### src/rtl/fetch_stage_pkg.sv
// Shared definitions for the fetch stage and its IF/ID pipeline register.
`ifndef FETCH_STAGE_PKG_SV
`define FETCH_STAGE_PKG_SV
package fetch_stage_pkg;

  // All-zero word decodes as sll $0,$0,0, i.e. a NOP.
  localparam logic [31:0] NOP = 32'h0000_0000;

  localparam int WORD_BYTES = 4;

  // Contents of the IF/ID pipeline register.
  typedef struct packed {
    logic [31:0] instruction;
    logic [31:0] pc_plus4;
    logic        valid;
  } if_id_t;

  // Value a flushed IF/ID register holds: a NOP marked as not valid.
  localparam if_id_t IF_ID_BUBBLE = '{instruction: NOP, pc_plus4: 32'h0, valid: 1'b0};

endpackage
`endif

### src/rtl/fetch_stage_if_id_register.sv
// IF/ID pipeline register: captures an instruction and its PC+4 when loaded,
// drops to a bubble on flush. Flush beats load; reset behaves as a flush.
module if_id_register
  import fetch_stage_pkg::*;
(
  input  logic        clock,
  input  logic        reset,
  input  logic        load,
  input  logic        flush,
  input  logic [31:0] instruction_i,
  input  logic [31:0] pc_plus4_i,
  output logic [31:0] instruction_o,
  output logic [31:0] pc_plus4_o,
  output logic        valid_o
);

  if_id_t data_q;
  if_id_t data_d;

  // Next value: bubble on flush, new capture on load, otherwise hold.
  always_comb begin
    data_d = data_q;
    if (flush) begin
      data_d = IF_ID_BUBBLE;
    end else if (load) begin
      data_d = '{instruction: instruction_i, pc_plus4: pc_plus4_i, valid: 1'b1};
    end
  end

  // Register update with synchronous reset to the bubble.
  always_ff @(posedge clock) begin
    if (reset) begin
      data_q <= IF_ID_BUBBLE;
    end else begin
      data_q <= data_d;
    end
  end

  assign instruction_o = data_q.instruction;
  assign pc_plus4_o    = data_q.pc_plus4;
  assign valid_o       = data_q.valid;

endmodule

### src/rtl/fetch_stage.sv
// Instruction fetch stage: owns the PC, selects the next PC, tracks the
// sticky fetch fault and counts instructions delivered to IF/ID.
module fetch_stage
  import fetch_stage_pkg::*;
#(
  parameter logic [31:0] RESET_PC = 32'h0000_0000,
  parameter int          IM_SIZE  = 64
) (
  input  logic        clock,
  input  logic        reset,
  input  logic        stall,
  input  logic        redirect,
  input  logic [31:0] redirect_pc,
  output logic [31:0] im_address,
  input  logic [31:0] im_instruction,
  output logic [31:0] pc,
  output logic [31:0] if_id_instruction,
  output logic [31:0] if_id_pc_plus4,
  output logic        if_id_valid,
  output logic [31:0] fetch_count,
  output logic        fault
);

  localparam logic [29:0] IM_WORDS = 30'(IM_SIZE);

  logic [31:0] pc_q, pc_d;
  logic [31:0] count_q, count_d;
  logic        fault_q, fault_d;
  logic        load, flush;
  logic [31:0] pc_plus4;
  logic        out_of_range;

  assign pc_plus4     = pc_q + 32'(WORD_BYTES);
  assign out_of_range = (pc_q[31:2] >= IM_WORDS);

  // Next-state selection, priority fault > redirect > stall > range check > fetch.
  always_comb begin
    pc_d    = pc_q;
    count_d = count_q;
    fault_d = fault_q;
    load    = 1'b0;
    flush   = 1'b0;
    if (fault_q) begin
      // Frozen: keep draining bubbles until reset.
      flush = 1'b1;
    end else if (redirect) begin
      pc_d  = {redirect_pc[31:2], 2'b00};
      flush = 1'b1;
      if (redirect_pc[1:0] != 2'b00) begin
        fault_d = 1'b1;
      end
    end else if (stall) begin
      // Hold everything.
    end else if (out_of_range) begin
      fault_d = 1'b1;
      flush   = 1'b1;
    end else begin
      pc_d = pc_plus4;
      load = 1'b1;
      if (count_q != 32'hFFFF_FFFF) begin
        count_d = count_q + 32'd1;
      end
    end
  end

  // PC, counter and sticky fault registers.
  always_ff @(posedge clock) begin
    if (reset) begin
      pc_q    <= RESET_PC;
      count_q <= 32'h0;
      fault_q <= 1'b0;
    end else begin
      pc_q    <= pc_d;
      count_q <= count_d;
      fault_q <= fault_d;
    end
  end

  if_id_register u_if_id (
    .clock         (clock),
    .reset         (reset),
    .load          (load),
    .flush         (flush),
    .instruction_i (im_instruction),
    .pc_plus4_i    (pc_plus4),
    .instruction_o (if_id_instruction),
    .pc_plus4_o    (if_id_pc_plus4),
    .valid_o       (if_id_valid)
  );

  assign pc          = pc_q;
  assign im_address  = pc_q;
  assign fetch_count = count_q;
  assign fault       = fault_q;

endmodule

### config.mk
export PLATFORM = sky130hd
export DESIGN_NAME = fetch_stage
export DESIGN_NICKNAME = d
export VERILOG_FILES = /design/src/rtl/fetch_stage_pkg.sv /design/src/rtl/fetch_stage_if_id_register.sv /design/src/rtl/fetch_stage.sv
export SDC_FILE = /design/constraint.sdc
export NUM_CORES = 1
export LEC_CHECK = 0
export CAP_MARGIN = 5
export CORE_ASPECT_RATIO = 0.7
export CORE_MARGIN = 3
export CORE_UTILIZATION = 48
export DETAILED_ROUTE_END_ITERATION = 7
export HOLD_SLACK_MARGIN = 0.12
export PLACE_DENSITY = 0.86
export SYNTH_ARGS = -nofsm -noshare
export SYNTH_HDL_FRONTEND = slang
export SYNTH_HIERARCHICAL = 1
export SYNTH_SLANG_ARGS = --single-unit
### constraint.sdc
create_clock -name clock -period 4.61 [get_ports clock]
set_clock_uncertainty 0.2 [all_clocks]
set_input_delay 0.922 -clock clock [delete_from_list [all_inputs] [get_ports clock]]
set_output_delay 0.922 -clock clock [all_outputs]
set_load 0.02 [all_outputs]
==> flow_summary.rst, run 1 <==
.. list-table::
   :header-rows: 1

   * - Metric
     - Value
   * - Post-Syn Area
     - 0.00614 mm2
   * - Portion of total power attributed to the clock network
     - 46.9%
   * - Cts-stage hold buffer count
     - 0
   * - Maxcap violations
     - 0
   * - Post-synthesis cell type with the largest combined area
     - sky130_fd_sc_hd__dfxtp_1
   * - Layout Cells excl Fill
     - approximately 1.0k
   * - Die Y-Extent
     - 101 um
   * - Core footprint
     - approximately 0.012 mm2
   * - Residual antenna-violating net count after detailed routing
     - 0
   * - Proportion of power drawn by flip-flops and latches
     - 41.1%
   * - Worst min-delay path class
     - reg2reg
   * - Dominant combinational cell family by area after synthesis
     - simple AND/OR/NAND/NOR gates
   * - Final core area utilization
     - 72.4%
   * - Clock insertion delay at the later pin of the skew report
     - 410 ps
   * - Mean post-synth cell area
     - about 8.9 um2
   * - Most used DFF post-synth
     - sky130_fd_sc_hd__dfxtp_1
   * - Post-CTS setup repair buffer count
     - 0
   * - Number of distinct library cells after synthesis
     - around 50
   * - Placed Cells incl. Taps
     - roughly 1k
   * - RePlAce Congestion
     - 0.905
   * - Place WS
     - 1100 ps
   * - DRC violation total after the first TritonRoute iteration
     - around 360
   * - Clock-pin transition on the worst setup and hold timing paths
     - 60 ps
   * - Effective utilization at floorplan
     - 50.8%
   * - Switching Power
     - roughly 0.72 mW
   * - Largest net degree at the start of global routing
     - 68
   * - Transition time of the tightest slew-check pin
     - 831 ps
   * - Cell family contributing the most delay on the critical path
     - simple AND/OR/NAND/NOR gates
   * - Critical Setup Path Class
     - reg2reg
   * - Global-route congestion overflow total
     - 0
   * - Die Outline Area
     - ~0.014 mm2
   * - Post-route cell area
     - slightly below 0.009 mm2
   * - Quantity of I/O buffers inserted on ports
     - approximately 230
   * - Unrepaired setup endpoints after global routing
     - no
   * - Highest net fanout along the worst path
     - 16
   * - Adder-cell share of the synthesized area
     - less than 1%
   * - Required arrival time at the worst endpoint
     - 4700 ps
   * - Residual DRC count
     - 0
   * - Cell with the most instances after synthesis
     - sky130_fd_sc_hd__dfxtp_1
   * - Number of setup violations in the final report
     - 0
   * - Number of optimization iterations in the first detailed-route pass
     - 4
   * - Fraction of power spent switching nets
     - 25.5%
   * - Data arrival time at the worst-slack endpoint
     - between 3000 and 4000 ps
   * - Final hold slack
     - 284 ps
   * - CTS max path bufs
     - 2
   * - Type of destination of the critical path
     - flop
   * - Final-report hold violation count
     - 0
   * - Simple logic cell fraction of the synthesized area
     - between 20% and 30%
   * - Share of cells above drive strength 1
     - 6.42%
   * - Total power divided by cell area
     - 324 mW/mm2
   * - Layout overhead on the synthesized area
     - 42.7%
   * - F_max
     - 0.298 GHz
   * - Global-route wire length before repair
     - 27.5 mm
   * - Total power of the final layout
     - 2.84 mW
   * - H-Tree Level Count
     - 4
   * - Number of antenna repair diodes
     - 0
   * - EDFF count, synth
     - 0
   * - Vias per inst
     - 5.31
   * - TritonCTS clock tree
     - done
   * - Proportion of register bits with asynchronous set or reset after synthesis
     - 0%
   * - Antenna violations before repair
     - 0
   * - Cell area after placement
     - 0.00817 mm2
   * - Total number of yosys warnings
     - 6
   * - GRT Resource Usage Total
     - 24.0%
   * - Fraction of synthesized cell area taken by the top area cell type
     - 41.7%
   * - Slowest stage delay, CP
     - 790 ps
   * - Post-detailed-route wirelength per cell
     - 16.6 um
   * - Fill count
     - roughly 950
   * - Detailed-route wire length
     - 17.4 mm
   * - Slowest cell on crit path
     - sky130_fd_sc_hd__nand4b_1
   * - Xor-xnor portion of the synthesized cell area
     - between 7 and 8%
   * - Ranking of synthesized cells by area
     - sky130_fd_sc_hd__dfxtp_1 (42%), sky130_fd_sc_hd__mux2i_1 (11%), sky130_fd_sc_hd__nor2_1 (7.4%), sky130_fd_sc_hd__xor2_1 (4.6%), sky130_fd_sc_hd__buf_4 (4.2%)
   * - Post-Syn Instances
     - 691
   * - Boundary Pins
     - between 200 and 250
   * - Largest vdd supply drop
     - 0.000280 V
   * - Share of cell area taken by muxes after synthesis
     - 11.1%
   * - Number of vias after detailed routing
     - 5,545
   * - HPWL after DPL
     - 12.1 mm
   * - Die width
     - between 100 and 150 um
   * - Post-layout min period
     - 3360 ps
   * - Synth Register Bits
     - ~130
   * - NumNets Final
     - ~950
   * - Setup TNS
     - 0 ps
   * - Worst path cell trace
     - nand4_1 -> nor4_1 -> nand4b_1 -> nand3_1 -> nor3_1 -> mux2_2
   * - Post-CTS resize count
     - 0
   * - Compound-gate portion of the synthesized area
     - 6.34%
   * - Number of pins exceeding their max-slew limit in the final report
     - 0
   * - List of most frequent post-synthesis cells
     - sky130_fd_sc_hd__dfxtp_1 (128), sky130_fd_sc_hd__nor2_1 (121), sky130_fd_sc_hd__mux2i_1 (66)
   * - Number of placement rows
     - 33
   * - Sequential element share of the synthesized area
     - a little over two fifths
   * - CTS Buf Count
     - 17
   * - Total leakage power
     - 2.96 nW
   * - Worst setup margin
     - 1250 ps
   * - Internal power component
     - 2.11 mW
   * - Vias in the first global route
     - 5,276
   * - Post-route clock period utilization
     - 72.8%
   * - Combinational fraction of design power
     - 12.0%
   * - Clock root cell
     - sky130_fd_sc_hd__clkbuf_16
   * - Max-slew headroom
     - 44.1%
   * - Result of the run
     - complete, no violations
   * - Sink count of the clock tree
     - 128
   * - Number of buffers and inverters on the critical path
     - 0
   * - Type of element launching the critical path
     - flop
path summary, 6_finish.rpt:
kind | startpoint | to | slack, ps | cells after the start
worst max-delay path | fetch_count[24] | fetch_count[13] | 1250 | 6
worst min-delay path | u_if_id/valid_o | u_if_id/valid_o | 280 | 2
worst max register to register | fetch_count[24] | fetch_count[13] | 1250 | 6
worst min register to register | u_if_id/valid_o | u_if_id/valid_o | 280 | 2
layout make-up:
cell class                 count  area (um2)  share of cell area, %
inverter                       9        33.8                  0.385
timing repair buffer         230        2300                   26.2
clock buffer                  19         453                   5.17
sequential                   128        2560                   29.2
clock inverter                13         138                   1.57
multi-input combinational    489        3080                   35.2
tap                          157         196                   2.24
cell families (layout without fill, tap and decap cells):
logic type                 Yosys count  count (layout)
xor gates and xnor gates            51              51
adders and majority gates            3               3
muxes                               68              68
AOI/OAI and AO/OA                   64              64
buffers and inverters               79             271
and+or+nand+nor                    297             297
DFF                                128             128
other                                1               6
tightest hold or removal path, delay by kind of cell (launching register included):
kind | cells | cell delay [ps]
flops | 1 | 310
simple gates | 2 | 130
flip-flops by register name, summed over array words and instances (netlist names):
register,flops
fetch_count,32
u_if_id/instruction_o,32
u_if_id/pc_plus4_o,32
im_address,30
fault,1
u_if_id/valid_o,1
power by group through the flow:
| stage | Clock (mW) | Sequential, mW | Combinational, mW |
|---|---|---|---|
| finish | 1.33 | 1.17 | 0.340 |
| global route | 1.41 | 1.17 | 0.364 |
| CTS | 1.35 | 1.17 | 0.341 |
| detailed placement | 0 | 1.19 | 0.338 |
| global placement | 0 | 1.19 | 0.335 |
| floorplan | 0 | 1.20 | 0.193 |
cell usage in the layout (no fill, tap or decap), drive strengths merged, types with 3 or more instances in the layout:
| cell | Yosys | final |
|---|---|---|
| a21oi | 35 | 35 |
| and3 | 12 | 12 |
| buf | 53 | 6 |
| clkbuf | 17 | 19 |
| clkdlybuf4s50 | 0 | 224 |
| clkinv | 0 | 7 |
| clkinvlp | 0 | 3 |
| conb | 1 | 6 |
| dfxtp | 128 | 128 |
| ha | 3 | 3 |
| inv | 9 | 10 |
| mux2i | 66 | 66 |
| nand2 | 53 | 53 |
| nand2b | 6 | 6 |
| nand3 | 37 | 37 |
| nand4 | 24 | 24 |
| nor2 | 122 | 122 |
| nor2b | 3 | 3 |
| nor3 | 9 | 9 |
| nor4 | 11 | 11 |
| o211ai | 5 | 5 |
| o21ai | 14 | 14 |
| or3 | 8 | 8 |
| xnor2 | 19 | 19 |
| xor2 | 32 | 32 |
layer usage:
layer / wire length, um / vias up / track usage [%] / share of wire, %
li1: - / 2702 / - / -
met1: 7850 / 2619 / 33.2 / 45
met2: 8150 / 209 / 38.2 / 47
met3: 1260 / 15 / 5.41 / 7.2
met4: 133 / 0 / 6.11 / 0.77
met5: 0 / - / 0 / 0
(Power assumes the default switching activity.)
==> run 2, diff against run 1 <==
--- a/config.mk
+++ b/config.mk
@@ -8,10 +8,10 @@
 export CAP_MARGIN = 5
 export CORE_ASPECT_RATIO = 0.7
 export CORE_MARGIN = 3
-export CORE_UTILIZATION = 48
+export CORE_UTILIZATION = 45
 export DETAILED_ROUTE_END_ITERATION = 7
 export HOLD_SLACK_MARGIN = 0.12
-export PLACE_DENSITY = 0.86
+export PLACE_DENSITY = 0.81
 export SYNTH_ARGS = -nofsm -noshare
 export SYNTH_HDL_FRONTEND = slang
 export SYNTH_HIERARCHICAL = 1
==> constraint.sdc (replaced) <==
create_clock -name clock -period 3.25 [get_ports clock]
set_clock_uncertainty 0.2 [all_clocks]
set_input_delay 0.65 -clock clock [delete_from_list [all_inputs] [get_ports clock]]
set_output_delay 0.65 -clock clock [all_outputs]
set_load 0.02 [all_outputs]
==> run 2 against run 1 <==
- non-clock buffer count increased by 13
- total power increased by 47%
- final cell count increased by 3.9%
- largest power group unchanged
- sequential share of layout area decreased by 0.54 points
- global-route usage decreased by 0.82 points
- clock-buffer cell count unchanged
- critical path type unchanged
- die area increased by 6.3%
- critical path depth increased by 2
==> flow_summary.rst, run 2 (synthesized netlist as in run 1, its figures left out) <==
.. list-table::
   :header-rows: 1

   * - Metric
     - Value
   * - Result of the run
     - complete, no violations
   * - Post-route cell area
     - roughly 0.0089 mm2
   * - Final core area utilization
     - just under 70%
   * - Most common cell after layout, fill and taps aside
     - sky130_fd_sc_hd__clkdlybuf4s50_1
   * - Post-layout min period
     - 2730 ps
   * - Die Outline Area
     - 0.0151 mm2
   * - Share of cells above drive strength 1
     - under 10%
   * - Slowest cell on crit path
     - sky130_fd_sc_hd__or3_1
   * - Post-route clock period utilization
     - ~84%
   * - Unrepaired setup endpoints after global routing
     - no
   * - Reg area
     - 0.00256 mm2
   * - Global-route congestion overflow total
     - 0
   * - Layout overhead on the synthesized area
     - 45.4%
   * - Highest net fanout along the worst path
     - 8
   * - Cell family contributing the most delay on the critical path
     - simple AND/OR/NAND/NOR gates
   * - Fill count
     - 1,078
   * - Die width
     - around 150 um
   * - Commonest cells after routing, fill and taps aside
     - sky130_fd_sc_hd__clkdlybuf4s50_1 (223), sky130_fd_sc_hd__dfxtp_1 (128), sky130_fd_sc_hd__nor2_1 (120)
   * - Maxcap violations
     - 0
   * - Final hold slack
     - 264 ps
   * - Critical Setup Path Class
     - reg2reg
   * - Die Y-Extent
     - roughly 100 um
   * - Sink count of the clock tree
     - between 100 and 150
   * - Post-CTS resize count
     - 0
   * - Cts-stage hold buffer count
     - 0
   * - Detailed-route wire length
     - 17.6 mm
   * - Residual DRC count
     - 0
   * - Largest net degree at the start of global routing
     - 48
   * - RePlAce Congestion
     - between 0.8 and 0.9
   * - Post-detailed-route wirelength per cell
     - around 16 um
   * - Clock root cell
     - sky130_fd_sc_hd__clkbuf_16
   * - TritonCTS clock tree
     - done
   * - Type of destination of the critical path
     - flop
   * - Largest vdd supply drop
     - slightly above 0.0004 V
   * - Global-route wire length before repair
     - 28.6 mm
   * - Cell area after placement
     - 0.00830 mm2
   * - CTS Buf Count
     - 17
   * - CTS max path bufs
     - 2
   * - Required arrival time at the worst endpoint
     - about 3300 ps
   * - Setup TNS
     - 0 ps
   * - Multi-input gate area in the final layout
     - 0.00308 mm2
   * - Total leakage power
     - 3.03 nW
   * - Number of pins exceeding their max-slew limit in the final report
     - 0
   * - Most repeated library cell on the critical path
     - sky130_fd_sc_hd__nand4_1
   * - F_max
     - 0.366 GHz
   * - Clock insertion delay at the later pin of the skew report
     - 410 ps
   * - DRC violation total after the first TritonRoute iteration
     - 334
   * - H-Tree Level Count
     - 4
   * - Boundary Pins
     - 230
   * - Final-report hold violation count
     - 0
   * - Number of buffers and inverters on the critical path
     - 0
   * - HPWL after DPL
     - 12.4 mm
   * - Data arrival time at the worst-slack endpoint
     - 2810 ps
   * - Antenna violations before repair
     - 1
   * - Worst min-delay path class
     - reg2reg
   * - Effective utilization at floorplan
     - between 40% and 50%
   * - Max-slew headroom
     - 56.9%
   * - Worst path cell trace
     - and3_1 -> nand4_1 -> or3_1 -> nor2_2 -> nand4_1 -> xnor2_1 -> mux2i_1 -> nor2_1
   * - Number of antenna repair diodes
     - 0
   * - NumNets Final
     - 959
   * - Quantity of I/O buffers inserted on ports
     - 225
   * - Slowest stage delay, CP
     - 520 ps
   * - Post-CTS setup repair buffer count
     - 0
   * - Number of placement rows
     - 35
   * - Core footprint
     - 0.0133 mm2
   * - Type of element launching the critical path
     - flop
   * - Residual antenna-violating net count after detailed routing
     - 0
   * - GRT Resource Usage Total
     - 23.2%
   * - Total power divided by cell area
     - around 470 mW/mm2
   * - Number of setup violations in the final report
     - 0
   * - Vias in the first global route
     - around 5.3k
   * - Clock-pin transition on the worst setup and hold timing paths
     - about 60 ps
   * - Number of optimization iterations in the first detailed-route pass
     - 5
   * - Vias per inst
     - about 5.2
   * - Transition time of the tightest slew-check pin
     - 644 ps
   * - Number of vias after detailed routing
     - 5,628
[run 2: worst paths after layout]
path	from	endpoint	slack, ps	depth (start not counted)
max	im_address[10]	u_if_id/pc_plus4_o[31]	520	8
max reg2reg	im_address[10]	u_if_id/pc_plus4_o[31]	520	8
min reg2reg	u_if_id/valid_o	u_if_id/valid_o	260	2
min	u_if_id/valid_o	u_if_id/valid_o	260	2
[run 2: worst min-delay path, cell delays in order (launching register included)]
cell and delay (ps):
sky130_fd_sc_hd__dfxtp_1 320, sky130_fd_sc_hd__nor2_1 40, sky130_fd_sc_hd__nor2_1 70
[run 2: per-layer routing]
layer  part of all wire, %  up-vias  track usage, %
met1                    46     2623            31.8
met3                   7.6       33            6.95
met2                    44      244            35.4
met4                   1.8        2            6.98
met5                 0.051        -               0
li1                      -     2726               -
[run 2: power by group]
part           internal [mW]  total [mW]  switching (mW)
logic                  0.242       0.495           0.253
clock network           1.31        2.03           0.726
registers               1.60        1.65          0.0578
total                   3.14        4.18            1.04
[run 2: area by class of cell]
cell class / instances / share of cell area, %
clock buffer: 19 / 4.96
sequential: 128 / 28.7
inverter: 9 / 0.378
tap: 185 / 2.59
timing repair buffer: 243 / 26.8
multi-input combinational: 489 / 34.5
clock inverter: 13 / 2.09
[run 2: per-stage QoR]
step / worst slack (ps) / total power [mW] / cells
global placement: 465 / 2.18 / 1054
floorplan: 804 / 1.98 / 696
finish: 516 / 4.18 / 1086
CTS: 556 / 4.21 / 1086
detailed placement: 322 / 2.18 / 1054
global route: 346 / 4.32 / 1086
